<file path="src/rtl/pc_fetch.sv">
// pc_fetch: instruction fetch unit (imem request/ack in, branch redirect, stall, valid/ready instruction out)
module pc_fetch #(
  parameter logic [31:0] RESET_PC = 32'h0000_0000,
  parameter int INSTR_W = 16
) (
  input  logic               clk,
  input  logic               rst,
  output logic [31:0]        imem_addr,
  output logic               imem_req,
  input  logic               imem_ack,
  input  logic [INSTR_W-1:0] imem_data,
  input  logic               br_taken,
  input  logic [31:0]        br_target,
  input  logic               stall,
  output logic [INSTR_W-1:0] instr,
  output logic [31:0]        instr_pc,
  output logic               instr_valid,
  input  logic               instr_ready
);
  typedef enum logic [1:0] {IDLE, REQ, DRAIN, HOLD} state_t;
  state_t state_q, state_d, resume;
  logic [31:0] pc_q, pc_d, addr_q, addr_d, ipc_q, ipc_d;
  logic [INSTR_W-1:0] instr_q, instr_d;
  logic valid_q, valid_d, req_q, req_d;
  always_comb begin
    resume = stall ? IDLE : REQ;
    state_d = state_q;
    pc_d = br_taken ? br_target : pc_q;
    instr_d = instr_q;
    ipc_d = ipc_q;
    valid_d = valid_q;
    case (state_q)
      IDLE: state_d = resume;
      REQ: begin
        if (imem_ack && !br_taken) begin
          instr_d = imem_data;
          ipc_d = pc_q;
          pc_d = pc_q + 32'd1;
          valid_d = 1'b1;
          state_d = HOLD;
        end else if (imem_ack) state_d = resume;
        else if (br_taken) state_d = DRAIN;
      end
      DRAIN: if (imem_ack) state_d = resume;
      HOLD: if (br_taken || instr_ready) begin
        valid_d = 1'b0;
        state_d = resume;
      end
      default: state_d = IDLE;
    endcase
    addr_d = state_d == DRAIN ? addr_q : pc_d;
    req_d = state_d == REQ || state_d == DRAIN;
  end
  always_ff @(posedge clk) begin
    if (rst) begin
      state_q <= IDLE;
      pc_q <= RESET_PC;
      addr_q <= RESET_PC;
      ipc_q <= '0;
      instr_q <= '0;
      valid_q <= 1'b0;
      req_q <= 1'b0;
    end else begin
      state_q <= state_d;
      pc_q <= pc_d;
      addr_q <= addr_d;
      ipc_q <= ipc_d;
      instr_q <= instr_d;
      valid_q <= valid_d;
      req_q <= req_d;
    end
  end
  assign imem_addr = addr_q;
  assign imem_req = req_q;
  assign instr = instr_q;
  assign instr_pc = ipc_q;
  assign instr_valid = valid_q;
endmodule

</file>
<file path="config.mk">
export PLATFORM = sky130hd
export DESIGN_NAME = pc_fetch
export DESIGN_NICKNAME = d
export VERILOG_FILES = /design/src/rtl/pc_fetch.sv
export SDC_FILE = /design/constraint.sdc
export NUM_CORES = 1
export LEC_CHECK = 0
export ABC_AREA = 1
export CORE_MARGIN = 2
export CORE_UTILIZATION = 40
export CTS_BUF_LIST = sky130_fd_sc_hd__clkbuf_8
export DETAILED_ROUTE_END_ITERATION = 10
export GPL_TIMING_DRIVEN = 0
export PLACE_DENSITY = 0.67
export SYNTH_ARGS = -nofsm -noshare
export SYNTH_HDL_FRONTEND = slang
export SYNTH_SLANG_ARGS = --single-unit
</file>
<file path="constraint.sdc">
create_clock -name clk -period 6.88 [get_ports clk]
set_input_delay 1.376 -clock clk [delete_from_list [all_inputs] [get_ports clk]]
set_output_delay 1.376 -clock clk [all_outputs]
set_load 0.005 [all_outputs]
</file>
* After elaboration in Yosys (flattened, before gate mapping) *
Index checks and enable logic that the tools add are counted.

cells by class
  add/sub/neg operators = 1
  eq/ne operators = 7
  muxes and demuxes = 13
  reductions and logical operators = 8

operators with widths
  cell                   count
  $mux 32                3
  $add 32x1->32 const B  1
  $mux 2                 5
  $pmux 2 s4             1
  $eq 2x2->1 const B     3
  $eq 2x1->1 const B     2
  $ne 2x2->1 const B     2
  $mux 1                 3
  $reduce_and 3->1       1
  $logic_not 2->1        1
  $logic_or 1x1->1       2
  $pmux 1 s2             1
  $reduce_and 2->1       1
  $reduce_bool 2->1      1
  $logic_and 1x1->1      1
  $logic_not 1->1        1

word-level totals
  flip-flop bits (word level) = 116
  input bits = 54

* Longest topological paths before layout *
  depth in word-level cells = 6
  mapped depth = 14

* Least setup slack after synthesis *
Ideal clock, no wire load.

  path type = input to register
  start = input port imem_ack
  end = register addr_q[15], in the netlist imem_addr[15]
  data arrival time = 3.154 ns
  path slack = 3.595 ns
  stages = 12
  buffers on the path = 5
  path through = inv_1 > nor2_1 > nand2_1 > buf_4 > buf_2 > buf_2 > nand3_1 > ha_1 > inv_1 > clkbuf_1 > clkbuf_1 > a21oi_1

on the way
  longest elaborated chain between the ends = 4
  elaborated cells between the ends (all ways) = 8
  classes of those cells = eq/ne: 1; mux: 6; reduce/logical: 1

ends and longest elaborated chain
  what                                                line    source
  start, declared                                     10      input logic imem_ack,
  $mux 2 / $logic_and 1x1->1 (equally long branches)  41, 35
  $mux 2                                              35      if (imem_ack && !br_taken) begin
  $pmux 2 s4 *                                        32      case (state_q)
  named net state_d[1]                                21      state_t state_q, state_d, resume;
  $eq 2x2->1 *                                        51      addr_d = state_d == DRAIN ? addr_q : pc_d;
  end signal, assigned                                66      addr_q <= addr_d;
  end, declared                                       22      logic [31:0] pc_q, pc_d, addr_q, addr_d, ipc_q, ipc_d;

Mark *: on every way through the listed nets, which the timed path passes. The rest lies on a longest branch.
A chain may end at the register's enable or synchronous reset.

* Worst setup path after layout *
  start = input port br_taken
  end = register addr_q[22], in the netlist imem_addr[22]

on the way
  longest elaborated chain between the ends = 5
  elaborated cells between the ends (all ways) = 12
  classes of those cells = eq/ne: 1; mux: 8; reduce/logical: 3

ends and longest elaborated chain
  what                                                line    source
  start, declared                                     12      input logic br_taken,
  $mux 2 / $logic_not 1->1 (equally long branches)    42, 35
  $mux 2 / $logic_and 1x1->1 (equally long branches)  41, 35
  $mux 2                                              35
  $pmux 2 s4 *                                        32
  named net state_d[1]                                21
  $eq 2x2->1 *                                        51

Marks and branches as above.

==> impl_summary.txt <==
----------------------------------------------------
[Detailed routing]
  Number of DRC markers in iteration 0 ... 528
  Wire length after detailed routing ... 17900 µm
  Number of remaining DRC errors ... 0
  Detail-routed net length per standard cell ... 16.2 µm
  Number of vias per cell ... 5.12
  Vias post-DR ... 5637
  Number of iterations in the first detailed-routing pass ... 5
  Post-detailed-route count of antenna-violating nets ... 0

[Floorplan]
  Row count ... 42
  Height of the chip ... 120 µm
  Core area ... 13200 µm²
  Die X-Extent ... 120 µm
  Die outline area ... 14400 µm²
  Effective utilization at floorplan ... 0.407
  I/O pins ... 136

[Synthesis]
  Yosys top cell area share ... 0.433
  Count of flip-flops with a built-in enable after synthesis ... 0
  Number of distinct standard cells referenced by the synthesized netlist ... 35
  Total number of yosys warnings ... 0
  Async SR Flop Fraction ... 0
  Seq/Total Area, Yosys ... 0.433
  Post-synth net total ... 816
  Cell Area, Synth ... 5370 µm²
  Cell taking the most area after synthesis ... sky130_fd_sc_hd__dfxtp_1
  Primary flip-flop cell chosen by synthesis mapping ... sky130_fd_sc_hd__dfxtp_1
  Cell types with the largest area share after synthesis ... sky130_fd_sc_hd__dfxtp_1, sky130_fd_sc_hd__nor2_1, sky130_fd_sc_hd__nand2_1
  Mean instance size in the synthesized netlist ... 7.06 µm²
  Number of storage elements in the synthesis netlist ... 116
  Post-synthesis cell count ... 760

[Setup path]
  Stage delay of the slowest cell on the critical path ... 550 ps
  Cell-by-cell listing of the critical path ... clkdlybuf4s50_1, nor2_1, nand2_1, buf_4, buf_2, buf_2, nand3_1, ha_1, inv_1, clkbuf_1, clkbuf_1, a21oi_1
  Worst Path Arrival ... 4550 ps
  Endpoint required time on the critical path ... 7210 ps
  Crit end category ... flip-flop
  Critical path class ... primary input to flip-flop
  Crit-path max FO ... 10
  Largest delay share family, worst path ... buffers and inverters
  Minimum setup slack among reg-to-reg paths ... 3740 ps
  Crit path launch type ... primary input
  Worst Path Buf+Inv ... 7
  Slowest stage cell, crit path ... sky130_fd_sc_hd__clkdlybuf4s50_1

[Global route]
  Total gr overflow ... 0
  Maximum number of pins on one net before global-route repair ... 17
  Total routing resource utilization after global routing ... 0.253
  Number of global-route vias before repair ... 5123
  Antenna violations before repair ... 0
  Wire length of the first global-routing pass ... 27500 µm

[Layout]
  Commonest non-fill, non-tap cell in the layout ... sky130_fd_sc_hd__nor2_1
  Proportion of layout cells with a drive suffix above 1 ... 0.0865
  Fill cells ... 1290
  Sequential cell area in the final layout ... 2320 µm²
  Synth-to-Final Area Change ... 36.0%
  Fin nets ... 970
  Multi-input combinational cell area ... 2610 µm²
  Most frequent cells in the layout ... sky130_fd_sc_hd__nor2_1, sky130_fd_sc_hd__clkdlybuf4s50_1, sky130_fd_sc_hd__nand2_1, sky130_fd_sc_hd__dfxtp_1, sky130_fd_sc_hd__o21ai_0
  Non-filler cells in the finished layout ... 1101
  # diodes ... 0

[Placed design]
  Placed cell count ... 1071
  Placed wire-length estimate after detailed placement ... 13200 µm
  Placer Congestion ... 0.949
  Placement-stage worst setup slack ... 2270 ps
  IO buf count ... 135

[Clock tree]
  Total CTS buffers ... 17
  Clock-pin slew on the worst setup and hold paths ... 70 ps
  Clk buf depth ... 2
  Count of H-tree levels built during CTS ... 4
  Latest clock arrival within the worst-skew pair ... 460 ps
  Setup Buffers After CTS ... 0
  Hold Buf Count CTS ... 0
  Clk Tree Root Cell ... sky130_fd_sc_hd__clkbuf_8
  Number of clock sinks ... 116
  Resize count post-CTS ... 0
  Clock tree from TritonCTS ... done

[Timing]
  Final count of negative-setup-slack endpoints ... 0
  Remaining max-slew budget at the tightest pin ... 0.580
  Worst Hold Slack ... 472 ps
  Actual slew at the worst max-slew pin ... 630 ps
  Hold violation count in the final report ... 0
  Peak clock frequency supported by timing ... 237 MHz
  Fraction of the cycle the final worst path needs ... 0.613
  Post-route minimum period ... 4220 ps
  Setup repair after global routing missed its margin ... no
  Post-Route Skew ... 11.2 ps
  Setup tns final ... 0 ps
  Final Max Tran Viols ... 0
  Setup ws final ... 2660 ps

[Pwr]
  Power consumption ... 1.59 mW
  Standby leakage power ... 3.03 nW
  Peak supply drop ... 0.000106 V
  Power density of the placed cells ... 217 nW/µm²

[Outcome]
  Outcome ... finished clean

[Job]
  Reported max-cap violation count ... 0

[Worst hold path]
  Kind of path behind the tightest hold check ... flip-flop to flip-flop

----------------------------------------------------
worst paths after layout:
kind,startpoint,endpoint,cells past startpoint
worst max register to register,state_q[1]$_SDFF_PP0_,imem_addr[22]$_SDFFE_PP0P_,11
worst min-delay path,instr_pc[5]$_SDFFE_PP0P_,instr_pc[5]$_SDFFE_PP0P_,2
worst min register to register,instr_pc[5]$_SDFFE_PP0P_,instr_pc[5]$_SDFFE_PP0P_,2
worst max-delay path,br_taken,imem_addr[22]$_SDFFE_PP0P_,12
cell usage after synthesis (3+ instances only):
| master | number |
|---|---|
| sky130_fd_sc_hd__a21oi_1 | 28 |
| sky130_fd_sc_hd__a31oi_1 | 5 |
| sky130_fd_sc_hd__buf_2 | 18 |
| sky130_fd_sc_hd__clkbuf_1 | 21 |
| sky130_fd_sc_hd__dfxtp_1 | 116 |
| sky130_fd_sc_hd__inv_1 | 65 |
| sky130_fd_sc_hd__nand2_1 | 117 |
| sky130_fd_sc_hd__nand2_2 | 6 |
| sky130_fd_sc_hd__nand3_1 | 43 |
| sky130_fd_sc_hd__nand3_2 | 7 |
| sky130_fd_sc_hd__nand4_1 | 13 |
| sky130_fd_sc_hd__nor2_1 | 173 |
| sky130_fd_sc_hd__nor2_4 | 9 |
| sky130_fd_sc_hd__nor3_1 | 6 |
| sky130_fd_sc_hd__o211ai_1 | 23 |
| sky130_fd_sc_hd__o21ai_0 | 82 |
| sky130_fd_sc_hd__o21ai_1 | 3 |
stage by stage:
step,utilization,area (µm²)
6_report,0.553,7300
3_3_place_gp,0.526,6940
2_1_floorplan,-,5370
5_1_grt,0.553,7300
4_1_cts,0.553,7300
3_5_place_dp,0.526,6940
power breakdown:
group	switching [mW]	leakage, nW	internal (mW)
Combinational	0.128	1.88	0.126
Clock	0.272	0.197	0.307
Sequential	0.0354	0.954	0.718
Total	0.435	3.03	1.15
sequential cells by signal, indices dropped and copies added, names as in the netlist:
register and count:
pc_q 32, instr_valid 1, instr_pc 32, imem_req 1, imem_addr 32, state_q 2
instr 16
logic make-up after synthesis:
kind of cell | Yosys count | synth area share
and+or+nand+nor | 381 | 0.319
AOI/OAI and AO/OA | 150 | 0.158
DFF | 116 | 0.433
buffers and inverters | 108 | 0.0811
xor gates and xnor gates | 3 | 0.00489
adders and majority gates | 2 | 0.00466
tightest hold or removal path, stage by stage, from the launching register on:
cell,delay [ps]
sky130_fd_sc_hd__dfxtp_1,310
sky130_fd_sc_hd__nand2_1,60
sky130_fd_sc_hd__a21oi_1,60
final cells by class:
| cell class | instances | area share |
|---|---|---|
| tap | 176 | 0.0302 |
| sequential | 116 | 0.318 |
| timing repair buffer | 135 | 0.185 |
| clock inverter | 6 | 0.00394 |
| multi-input combinational | 536 | 0.358 |
| clock buffer | 24 | 0.0453 |
| buffer | 42 | 0.0257 |
| inverter | 66 | 0.0339 |
layer usage:
metal | global-route usage | share of wire | up-vias
met4 | 0.0875 | 0.026 | 0
met5 | 0 | 0 | -
met1 | 0.347 | 0.47 | 2585
li1 | - | - | 2788
met3 | 0.0580 | 0.067 | 33
met2 | 0.391 | 0.44 | 231
Power figures use the tool's default switching activity.
